File: config.mk
export PLATFORM = sky130hd
export DESIGN_NAME = fifo_read_ctrl
export DESIGN_NICKNAME = d
export VERILOG_FILES = /design/src/rtl/fifo_read_ctrl.sv
export SDC_FILE = /design/constraint.sdc
export NUM_CORES = 1
export LEC_CHECK = 0
export ABC_AREA = 1
export CAP_MARGIN = 30
export CORE_MARGIN = 4
export CORE_UTILIZATION = 25
export CTS_BUF_LIST = sky130_fd_sc_hd__clkbuf_4
export CTS_CLUSTER_DIAMETER = 40
export DETAILED_ROUTE_END_ITERATION = 7
export GPL_ROUTABILITY_DRIVEN = 0
export GPL_TIMING_DRIVEN = 0
export PLACE_DENSITY = 0.53
export SLEW_MARGIN = 15
export SYNTH_ARGS = -nofsm -noshare
export SYNTH_HDL_FRONTEND = slang
export SYNTH_SLANG_ARGS = --single-unit
File: constraint.sdc
create_clock -name clk -period 3.3 [get_ports clk]
set_clock_uncertainty 0.15 [all_clocks]
set_input_delay 0.99 -clock clk [delete_from_list [all_inputs] [get_ports clk]]
set_output_delay 0.99 -clock clk [all_outputs]
set_load 0.01 [all_outputs]
File: src/rtl/fifo_read_ctrl.sv
// Read-side controller for the dual-clock FIFO: drains a programmed burst through
// ren/empty and delivers it on a valid/ready stream via a 2-entry skid buffer.
module fifo_read_ctrl #(
   parameter int DATA_WIDTH = 16,
   parameter int LEN_WIDTH  = 10
) (
   input  logic                  clk,
   input  logic                  rst,
   input  logic [DATA_WIDTH-1:0] fifo_dout,
   input  logic                  fifo_empty,
   output logic                  fifo_ren,
   input  logic                  start,
   input  logic [LEN_WIDTH-1:0]  burst_len,
   output logic [DATA_WIDTH-1:0] m_data,
   output logic                  m_valid,
   input  logic                  m_ready,
   output logic                  busy,
   output logic                  done,
   output logic [LEN_WIDTH-1:0]  rd_count
);

   typedef enum logic [1:0] {
      IDLE = 2'd0,
      RUN  = 2'd1,
      DONE = 2'd2
   } state_t;

   localparam logic [LEN_WIDTH-1:0] LEN_ZERO = {LEN_WIDTH{1'b0}};
   localparam logic [LEN_WIDTH-1:0] LEN_ONE  = {{(LEN_WIDTH-1){1'b0}}, 1'b1};

   state_t                state_r;
   state_t                state_next_s;
   logic [LEN_WIDTH-1:0]  len_r;
   logic [LEN_WIDTH-1:0]  issued_r;
   logic [LEN_WIDTH-1:0]  rd_count_r;
   logic [LEN_WIDTH-1:0]  rd_count_next_s;
   logic                  inflight_r;
   logic                  done_r;
   logic [DATA_WIDTH-1:0] buf0_r;
   logic [DATA_WIDTH-1:0] buf1_r;
   logic [1:0]            occ_r;
   logic                  pop_s;
   logic                  ren_s;
   logic                  accept_s;
   logic                  zero_start_s;
   logic                  finish_s;
   logic [2:0]            pending_s;

   // Stream handshake and delivered-count lookahead
   always_comb begin
      pop_s = (occ_r != 2'd0) && m_ready;
      if (pop_s) begin
         rd_count_next_s = rd_count_r + LEN_ONE;
      end else begin
         rd_count_next_s = rd_count_r;
      end
   end

   // Issue a read only if the word can land in the buffer next cycle
   always_comb begin
      pending_s = {1'b0, occ_r} + {2'b00, inflight_r};
      if ((state_r == RUN) && !fifo_empty && (issued_r < len_r) &&
          (pending_s <= (3'd1 + {2'b00, pop_s}))) begin
         ren_s = 1'b1;
      end else begin
         ren_s = 1'b0;
      end
   end

   // Next-state decode; completion is seen on the cycle of the last pop
   always_comb begin
      state_next_s = state_r;
      accept_s     = 1'b0;
      zero_start_s = 1'b0;
      finish_s     = 1'b0;
      case (state_r)
         IDLE: begin
            if (start) begin
               if (burst_len != LEN_ZERO) begin
                  accept_s     = 1'b1;
                  state_next_s = RUN;
               end else begin
                  zero_start_s = 1'b1;
                  state_next_s = IDLE;
               end
            end else begin
               state_next_s = IDLE;
            end
         end
         RUN: begin
            if (rd_count_next_s == len_r) begin
               finish_s     = 1'b1;
               state_next_s = DONE;
            end else begin
               state_next_s = RUN;
            end
         end
         DONE:    state_next_s = IDLE;
         default: state_next_s = IDLE;
      endcase
   end

   // State register
   always_ff @(posedge clk or posedge rst) begin
      if (rst) begin
         state_r <= IDLE;
      end else begin
         state_r <= state_next_s;
      end
   end

   // Burst length, counters, in-flight flag and done pulse
   always_ff @(posedge clk or posedge rst) begin
      if (rst) begin
         len_r      <= LEN_ZERO;
         issued_r   <= LEN_ZERO;
         rd_count_r <= LEN_ZERO;
         inflight_r <= 1'b0;
         done_r     <= 1'b0;
      end else begin
         inflight_r <= ren_s;
         done_r     <= finish_s | zero_start_s;
         if (accept_s) begin
            len_r      <= burst_len;
            issued_r   <= LEN_ZERO;
            rd_count_r <= LEN_ZERO;
         end else if (zero_start_s) begin
            issued_r   <= LEN_ZERO;
            rd_count_r <= LEN_ZERO;
         end else begin
            if (ren_s) begin
               issued_r <= issued_r + LEN_ONE;
            end
            rd_count_r <= rd_count_next_s;
         end
      end
   end

   // Two-entry output buffer: buf0 is the head, the returning word goes to the tail
   always_ff @(posedge clk or posedge rst) begin
      if (rst) begin
         buf0_r <= {DATA_WIDTH{1'b0}};
         buf1_r <= {DATA_WIDTH{1'b0}};
         occ_r  <= 2'd0;
      end else begin
         case ({inflight_r, pop_s})
            2'b10: begin
               if (occ_r == 2'd0) begin
                  buf0_r <= fifo_dout;
               end else begin
                  buf1_r <= fifo_dout;
               end
               occ_r <= occ_r + 2'd1;
            end
            2'b01: begin
               buf0_r <= buf1_r;
               occ_r  <= occ_r - 2'd1;
            end
            2'b11: begin
               if (occ_r == 2'd1) begin
                  buf0_r <= fifo_dout;
               end else begin
                  buf0_r <= buf1_r;
                  buf1_r <= fifo_dout;
               end
            end
            default: begin
               occ_r <= occ_r;
            end
         endcase
      end
   end

   assign fifo_ren = ren_s;
   assign m_data   = buf0_r;
   assign m_valid  = (occ_r != 2'd0);
   assign busy     = (state_r != IDLE);
   assign done     = done_r;
   assign rd_count = rd_count_r;

endmodule

==> run metrics <==
area post-placement 4760 um^2; Setup CP Type input port to primary output; vias in the first global route 3405; ANT nets after route 0; Post-Syn Area per Cell 8.10 um^2; R2R setup slack 570 ps; R2R depth 14; Area Overhead vs Synth 29.2%; failing checks negative setup slack; maximum vdd drop 0.000284 V; HP Class flip-flop to flip-flop; Design Area, Final 5020 um^2; fill count 1594; Final Util 33.0%; Sw Share 40.0%; Cells after DPL 729; PortBufs 60; layout cell share with drive strength beyond 1 13.3%; antenna violations before repair 0; gr ovfl total 0; ys async rst share 100%; Die Y 133 um; Synth cell types 38; CTS tree built; first-pass GRT wire length 16.4 mm; final cell count without fillers 755; hold_buf cts 0; sequential share of power 33.6%; FF-to-FF Start occ_r[0]; final worst slack -368 ps; Sw Pwr 1.69 mW; critical path launch point m_ready; drt first pass iters 4; total design power 4.23 mW; final setup TNS -368 ps; Routed WL 9.55 mm; Die Width 133 um; Clock Latency Late Sink 420 ps; IO Count 61; Final min period 3670 ps; Vias 3337; CP max FO 2; synth top area cells dfrtp_1 44%, nand2_1 11%, inv_1 8.4%; final hold slack 348 ps; startpoint types input port; clock sink count 68; NumNets Final 612; met3 routed WL 529 um; DP HPWL 7.19 mm; outcome complete, but fails checks; P_int 2.54 mW; # setup viols final 1; drt drc 0; area of the multi-input gates 1820 um^2; die area 17600 um^2; total core area 15200 um^2; r2r endpoint issued_r[3]; area leader, netlist dfrtp_1; routed vias/inst 4.42; Synth top area share 43.8%; post-synthesis net count 531; Hold Path Cell Cnt 2; clock slew at reported path FFs 100 ps; cts bufs inserted 9; actual slew at the worst max-slew pin 643 ps; fin. max-slew vios 0; Yosys reg bits 68; met2 wire len 4.41 mm; htree depth 3; top sig layer met4; Fin. Hold Viols 0; Seq/Total Area, Yosys 43.8%; routed length per placed instance 12.7 um; Power per Cell Area 843 nW/um^2; Max-Cap Viols 0; commonest non-fill, non-tap cell in the layout nand2_1; Critical Path End Type primary output; EDFF count, synth 0; Req. time, crit path 2160 ps; Reg area 1700 um^2; Critical Path End fifo_ren; CTS Buffer Depth 2; Post-synth top flop dfrtp_1; largest net degree at the start of global routing 37; DR iter-0 viols 219; Rel. slew slack 57.2%; most frequent cells in the layout 109 x nand2_1, 82 x inv_1, 68 x dfrtp_1; fmax 273 MHz; Core Rows 45; Leak 2.43 nW; synthesized area 3890 um^2; Total GRT Usage 11.3%; Clock Power Share 14.4%; Comb pwr share 51.9%; period utilisation layout 111%; CP Data Arrival Time 2530 ps; Syn. warnings 0; met1 wire length 4.48 mm; RSZ-0062 raised after global routing yes; Syn Inst Count 480; Initial Utilization 25.6%; CTS root buf clkbuf_4; pre-CTS setup slack -1580 ps
==> layer usage <==
metal,GRT usage [%],vias up
met5,0,-
met1,14.4,1529
met4,2.94,0
met3,3.19,13
met2,18.9,93
li1,-,1702
==> kinds of logic (layout without fill, tap and decap cells) <==
kind of cell,count (synthesis),count (layout),share of synthesized area [%]
simple gates,199,199,22.7
flops,68,68,43.8
buf+inv,100,186,10.2
other cells,0,1,0
fa+ha+maj,20,20,6.63
mux,16,16,4.64
xor+xnor,6,6,1.71
compound gates,71,71,10.3
==> area by class of cell <==
type / instances / area share (%)
buffer: 11 / 1.27
tap: 188 / 4.68
sequential: 68 / 33.9
clock buffer: 10 / 1.49
clock inverter: 6 / 1.57
inverter: 89 / 6.85
multi-input combinational: 312 / 36.3
antenna: 1 / 0.0498
timing repair buffer: 70 / 13.9
==> worst min-delay path by stage <==
stage | start | endpoint | slack (ps)
after global routing | buf1_r[4] | buf1_r[4] | 380
final | buf1_r[1] | buf1_r[1] | 350
after global placement | buf1_r[12] | buf1_r[12] | 320
after floorplan | buf1_r[0] | buf1_r[0] | 300
after CTS | buf1_r[12] | buf1_r[12] | 350
after detailed placement | buf1_r[12] | buf1_r[12] | 330
==> Yosys cell counts (2+ instances only) <==
| cell type | n |
|---|---|
| o21ai_1 | 6 |
| clkbuf_1 | 2 |
| nor2_2 | 3 |
| nand3_1 | 35 |
| inv_1 | 87 |
| buf_2 | 6 |
| nand2_2 | 3 |
| a21oi_1 | 8 |
| ha_1 | 19 |
| nand2_1 | 109 |
| o22ai_1 | 16 |
| nor2_1 | 27 |
| xnor2_1 | 3 |
| nor3_1 | 5 |
| inv_2 | 2 |
| nor2_4 | 3 |
| mux2_2 | 16 |
| xor2_1 | 2 |
| nand4_1 | 6 |
| nor3b_1 | 2 |
| o21ai_0 | 35 |
| dfrtp_1 | 68 |
| buf_6 | 2 |
==> power groups by stage <==
stage / clock (mW) / sequential (mW) / combinational, mW
3_5_place_dp: 0 / 1.45 / 2.06
2_1_floorplan: 0 / 1.45 / 1.32
6_report: 0.611 / 1.42 / 2.20
5_1_grt: 0.683 / 1.47 / 2.49
3_3_place_gp: 0 / 1.43 / 2.00
4_1_cts: 0.639 / 1.43 / 2.20
==> what timing repair did <==
action,CTS,global route
pin swaps,6,5
buffers inserted,8,1
endpoints found under the setup margin,8,1
gates resized for setup,22,0
==> sequential cells by signal, summed over array words and instances, names as in the netlist <==
register / flops
buf1_r: 16
done: 1
inflight_r: 1
issued_r: 10
len_r: 10
m_data: 16
occ_r: 2
rd_count: 10
state_r: 2
==> worst max-delay path: stages <==
cell,delay [ps]
buf_12,80
inv_8,20
nor2_4,120
fa_1,450
or3_1,340
a22oi_2,200
nor2_1,70
nand2_2,90
inv_2,50
buf_6,110
No activity file was read; power rests on OpenSTA's default activity.
